## config.mk

```make
export PLATFORM = sky130hd
export DESIGN_NAME = ecp5_pll_phase_ctrl
export DESIGN_NICKNAME = d
export VERILOG_FILES = /design/src/rtl/ecp5_pll_pkg.sv /design/src/rtl/sync2.sv /design/src/rtl/ecp5_pll_phase_ctrl.sv
export SDC_FILE = /design/constraint.sdc
export NUM_CORES = 1
export LEC_CHECK = 0
export ABC_AREA = 1
export ABC_CLOCK_PERIOD_IN_PS = 3100
export BUFFER_PORTS_ARGS = -buffer_cell sky130_fd_sc_hd__buf_2
export CAP_MARGIN = 10
export CORE_MARGIN = 2
export CORE_UTILIZATION = 55
export DETAILED_ROUTE_END_ITERATION = 8
export PLACE_DENSITY = 0.79
export SYNTH_ARGS = -nofsm -noshare
export SYNTH_HDL_FRONTEND = slang
export SYNTH_SLANG_ARGS = --single-unit
```

## constraint.sdc

```tcl
create_clock -name clk_i -period 3.1 [get_ports clk_i]
set_input_delay 0.155 -clock clk_i [delete_from_list [all_inputs] [get_ports clk_i]]
set_output_delay 0.155 -clock clk_i [all_outputs]
set_load 0.01 [all_outputs]
```

## src/rtl/ecp5_pll_pkg.sv

```systemverilog
// rtl/ecp5_pll_pkg.sv - shared types and constants for the EHXPLLL phase-shift sequencer
package ecp5_pll_pkg;

    typedef enum logic [1:0] {
        ST_IDLE  = 2'd0,
        ST_SETUP = 2'd1,
        ST_PULSE = 2'd2,
        ST_GAP   = 2'd3
    } state_e;

    localparam int   PHASESEL_W = 2;
    localparam logic DIR_LAG    = 1'b0;
    localparam logic DIR_LEAD   = 1'b1;

endpackage

```

## src/rtl/sync2.sv

```systemverilog
// rtl/sync2.sv - two-flop synchroniser for a single asynchronous level
module sync2 (
    input  logic clk,
    input  logic rst_n,
    input  logic d,
    output logic q
);

    logic meta;

    always_ff @(posedge clk or negedge rst_n) begin
        if (!rst_n) begin
            meta <= 1'b0;
            q    <= 1'b0;
        end else begin
            meta <= d;
            q    <= meta;
        end
    end

endmodule

```

## src/rtl/ecp5_pll_phase_ctrl.sv

```systemverilog
// rtl/ecp5_pll_phase_ctrl.sv - EHXPLLL dynamic phase-shift sequencer; PHASE_TRACK_EN adds per-channel phase accumulators
module ecp5_pll_phase_ctrl
    import ecp5_pll_pkg::*;
#(
    parameter int N_CH      = 4,
    parameter int STEP_W    = 8,
    parameter int SETUP_CYC = 2,
    parameter int PULSE_CYC = 2,
    parameter int GAP_CYC   = 4
) (
    input  logic                  clk_i,
    input  logic                  rstn_i,
    input  logic                  pll_lock_i,
    input  logic                  req_valid_i,
    output logic                  req_ready_o,
    input  logic [PHASESEL_W-1:0] req_chan_i,
    input  logic                  req_dir_i,
    input  logic [STEP_W-1:0]     req_steps_i,
    output logic                  done_o,
    output logic                  err_o,
    output logic [PHASESEL_W-1:0] phasesel_o,
    output logic                  phasedir_o,
    output logic                  phasestep_o,
    output logic                  locked_o
`ifdef PHASE_TRACK_EN
    ,
    output logic [N_CH*(STEP_W+2)-1:0] phase_acc_o
`endif
);

    localparam int MAX_CYC = (SETUP_CYC > PULSE_CYC) ?
                             ((SETUP_CYC > GAP_CYC) ? SETUP_CYC : GAP_CYC) :
                             ((PULSE_CYC > GAP_CYC) ? PULSE_CYC : GAP_CYC);
    localparam int TMR_W   = $clog2(MAX_CYC + 1);

    state_e                  state_q, state_d;
    logic [TMR_W-1:0]        tmr_q, tmr_d;
    logic [STEP_W-1:0]       rem_q, rem_d;
    logic [PHASESEL_W-1:0]   sel_q;
    logic                    dir_q;
    logic                    done_q, done_d;
    logic                    err_q, err_d;
    logic                    accept, load, tmr_zero;

    sync2 u_lock_sync (
        .clk   (clk_i),
        .rst_n (rstn_i),
        .d     (pll_lock_i),
        .q     (locked_o)
    );

    assign req_ready_o = (state_q == ST_IDLE) && locked_o;
    assign accept      = req_valid_i && req_ready_o;
    assign tmr_zero    = (tmr_q == '0);
    // Gating with locked_o releases PHASESTEP in the very cycle lock is seen lost.
    assign phasestep_o = !((state_q == ST_PULSE) && locked_o);
    assign phasesel_o  = sel_q;
    assign phasedir_o  = dir_q;
    assign done_o      = done_q;
    assign err_o       = err_q;

    always_comb begin
        state_d = state_q;
        tmr_d   = tmr_q;
        rem_d   = rem_q;
        done_d  = 1'b0;
        err_d   = 1'b0;
        load    = 1'b0;
        case (state_q)
            ST_IDLE: begin
                if (accept) begin
                    load = 1'b1;
                    if (int'(req_chan_i) >= N_CH) begin
                        done_d = 1'b1;
                        err_d  = 1'b1;
                    end else if (req_steps_i == '0) begin
                        done_d = 1'b1;
                    end else begin
                        state_d = ST_SETUP;
                        tmr_d   = TMR_W'(SETUP_CYC - 1);
                        rem_d   = req_steps_i;
                    end
                end
            end
            ST_SETUP, ST_PULSE, ST_GAP: begin
                if (!locked_o) begin
                    state_d = ST_IDLE;
                    done_d  = 1'b1;
                    err_d   = 1'b1;
                end else if (!tmr_zero) begin
                    tmr_d = tmr_q - TMR_W'(1);
                end else if (state_q == ST_SETUP) begin
                    state_d = ST_PULSE;
                    tmr_d   = TMR_W'(PULSE_CYC - 1);
                end else if (state_q == ST_PULSE) begin
                    state_d = ST_GAP;
                    tmr_d   = TMR_W'(GAP_CYC - 1);
                    rem_d   = rem_q - STEP_W'(1);
                end else if (rem_q != '0) begin
                    state_d = ST_PULSE;
                    tmr_d   = TMR_W'(PULSE_CYC - 1);
                end else begin
                    state_d = ST_IDLE;
                    done_d  = 1'b1;
                end
            end
            default: state_d = ST_IDLE;
        endcase
    end

    always_ff @(posedge clk_i or negedge rstn_i) begin
        if (!rstn_i) begin
            state_q <= ST_IDLE;
            tmr_q   <= '0;
            rem_q   <= '0;
            sel_q   <= '0;
            dir_q   <= 1'b0;
            done_q  <= 1'b0;
            err_q   <= 1'b0;
        end else begin
            state_q <= state_d;
            tmr_q   <= tmr_d;
            rem_q   <= rem_d;
            done_q  <= done_d;
            err_q   <= err_d;
            if (load) begin
                sel_q <= req_chan_i;
                dir_q <= req_dir_i;
            end
        end
    end

`ifdef PHASE_TRACK_EN
    localparam int ACC_W = STEP_W + 2;

    logic [ACC_W-1:0] acc_q [N_CH];
    logic             pulse_exit;

    // Only completed pulses count; a pulse cut short by lock loss is not recorded.
    assign pulse_exit = (state_q == ST_PULSE) && locked_o && tmr_zero;

    always_ff @(posedge clk_i or negedge rstn_i) begin
        if (!rstn_i) begin
            for (int i = 0; i < N_CH; i++) acc_q[i] <= '0;
        end else if (pulse_exit) begin
            for (int i = 0; i < N_CH; i++) begin
                if (sel_q == PHASESEL_W'(i))
                    acc_q[i] <= acc_q[i] + ((dir_q == DIR_LEAD) ? ACC_W'(1) : {ACC_W{1'b1}});
            end
        end
    end

    for (genvar g = 0; g < N_CH; g++) begin : g_acc
        assign phase_acc_o[g*ACC_W +: ACC_W] = acc_q[g];
    end
`endif

endmodule
```

==> results.yml <==
outcome:
  outcome: "finished clean"
global_routing:
  grt_use_met1_pct: 26.8
  track_usage_pct: 21.7
  busiest_layer: "met2"
  met3_usage_pct: 4.46
  grt_util_met2_pct: 37.7
  grt_pass1_wl_mm: 4.20
  grt_remaining_overflow: 0
  grt_max_degree: 21
  grt_antenna_before_repair: 0
  first_global_vias: 1030
clock_tree:
  clk_latency_ns: 0.31
  clk_pin_slew_ns: 0.12
  clockRootBuffer: "clkbuf_4"
  post_cts_buffers: 0
  cts-hold-fix-buffers: 2
  post_cts_resized: 0
  h-tree-depth: 1
  cts_buffers: 3
  cts_buffer_depth: 2
  clock-sinks: 20
  cts_tree: "done"
sta:
  tightest_slew_ns: 0.446
  finalClockSkew_ns: 0.00422
  drv_slew: 0
  slew_headroom_pct: 70.3
  setup_viol: 0
  fin_crit_sh_pct: 56.1
  fin_ws_ns: 1.36
  fmax_mhz: 575
  tns_ns: 0
  min_period_ns: 1.74
  rsz0062_at_grt: "false"
  hold_violations: 0
logic_synthesis:
  syn-num-nets: 184
  synth-seq-cells: 20
  yosysMostFrequentCell: "nand2_1"
  yosysSeqAreaShare_pct: 41.9
  netlist_area_mm2: 0.00119
  synth_top_area_cell: "dfrtp_1"
  synth_top_area_share_pct: 41.9
  avgSynthCellArea_um2: 7.23
  async_reset_ff_share_pct: 100
  yosysWarnings: 0
  synth_edf_count: 0
  synth-main-ff-cell: "dfrtp_1"
  ys_top_cells_by_count: "nand2_1 (66), dfrtp_1 (20), nor2_1 (20)"
  yosys-top-cells-area: "dfrtp_1 (42%), nand2_1 (21%), nor2_1 (6.3%)"
  synth_cells: 165
  synth.distinct_cells: 23
drt:
  num_vias: 1130
  dr.pass1.iters: 4
  wirelength_mm: 2.54
  vias_per_cell: 5.16
  wire_per_inst_um: 11.6
  antenna_left: 0
  drc_errors: 0
  first_iter_violations: 37
layout:
  diodes: 0
  nNetsFinal: 212
  final-instance-count-excl-fill: 219
  fin_util_pct: 70.2
  drive_gt1_share_pct: 20.3
  final_area_mm2: 0.00141
  area_growth_pct: 17.7
worst_hold_path:
  min_path_type: "in2reg"
  worstHoldStart: "req_chan_i[1]"
power_and_ir_drop:
  p_sw_share_pct: 47.2
  power.share.clock_pct: 14.2
  p_sw_uw: 722
  comb_power_share_pct: 55.4
  seqPwrFrac_pct: 30.4
  intPower_uw: 807
  ir_drop_mv: 0.564
  power_density_mw_per_mm2: 1090
  p_leak_nw: 0.762
placed_design:
  placed_area_mm2: 0.00133
  gp_congestion: 0.893
  dp_hpwl_mm: 1.86
  dp_cells: 213
  dp_slack_ns: 1.40
  portBuffers: 22
critical_path:
  path_max_fanout: 18
  crit_required_ns: 2.94
  ff2ff_setup_slack_ns: 1.39
  crit_end: "req_ready_o"
  timing.rr.end: "rem_q[7]"
  worstSetupPathType: "reg2out"
  start_kind: "flop"
  r2r_cells: 8
  r2r-start: "state_q[0]"
  crit_path_end_kind: "primary output"
  arrival_ns: 1.59
  startpoint: "state_q[0]"
floorplan:
  die_h_um: 50.6
  core_mm2: 0.00200
  row_count: 16
  die-area_mm2: 0.00256
  die_w_um: 50.6
  start_util_pct: 59.6
  ioPinCount: 23
flow_run:
  drv_cap: 0
## routing by layer
metal  routed length, um  vias up  share of wire, %
li1                    -      568                 -
met1                1140      499                45
met2                1170       57                46
met3                 189        6               7.5
met4                  37        0               1.5
met5                   0        -                 0
## flip-flops by register name, summed over array words and instances (netlist names)
signal	count
u_lock_sync.q	1
phasesel_o	2
tmr_q	3
state_q	2
done_o	1
phasedir_o	1
rem_q	8
u_lock_sync.meta	1
err_o	1
## final cells by class
| class | instances | area (um^2) |
|---|---|---|
| clock buffers | 3 | 22.5 |
| clock inverters | 1 | 30.0 |
| fillers | 180 | 597 |
| inverters | 18 | 67.6 |
| multi-input cells | 126 | 621 |
| flip-flops and latches | 20 | 500 |
| well taps | 27 | 33.8 |
| repair buffers | 24 | 130 |
## critical path, stage by stage, from the launching register on
cell and delay (ns):
dfrtp_1 0.45, nor2_4 0.36, inv_2 0.16, nor2_1 0.15
buf_2 0.15
## per-stage QoR
stage                     total power [mW]  hold WS (ns)
final                                 1.53        0.0656
after global routing                  1.67        0.0568
after CTS                             1.53        0.0605
after detailed placement              1.30         0.129
after global placement                1.28         0.127
after floorplan                       1.11        -0.141
## layout by cell type, fill, tap and decap left out, drive strengths merged, types with 3 or more instances in the layout
cell	n
inv	18
mux2	3
o21bai	3
nand2	68
dfrtp	20
nand3	9
o21ai	5
clkbuf	3
buf	22
ha	4
nand4	3
nor2	23
## power by group through the flow
stage                     Clock [mW]  Combinational [mW]  Sequential [mW]
after floorplan                    0               0.640            0.468
after global placement             0               0.815            0.466
after detailed placement           0               0.834            0.469
after CTS                      0.221               0.846            0.464
after global routing           0.228               0.960            0.479
final                          0.217               0.847            0.465
## logic make-up (layout without fill, tap and decap cells)
group           count (synthesis)  in the layout  share of synthesized area, %
xor+xnor                        2              2                          1.47
simple gates                  105            105                          37.2
fa+ha+maj                       4              4                          4.19
flops                          20             20                          41.9
buf+inv                        19             46                          6.08
mux                             3              3                          2.83
compound gates                 12             12                          6.29
## worst min-delay path by stage
stage	to	slack, ns	cells after the start
3_3_place_gp	rem_q[4]	0.13	1
6_report	phasesel_o[1]	0.07	2
2_1_floorplan	done_o	-0.14	0
5_1_grt	phasedir_o	0.06	2
4_1_cts	phasesel_o[1]	0.06	2
3_5_place_dp	rem_q[4]	0.13	1
Note: power is estimated with default switching activity, not from simulation.
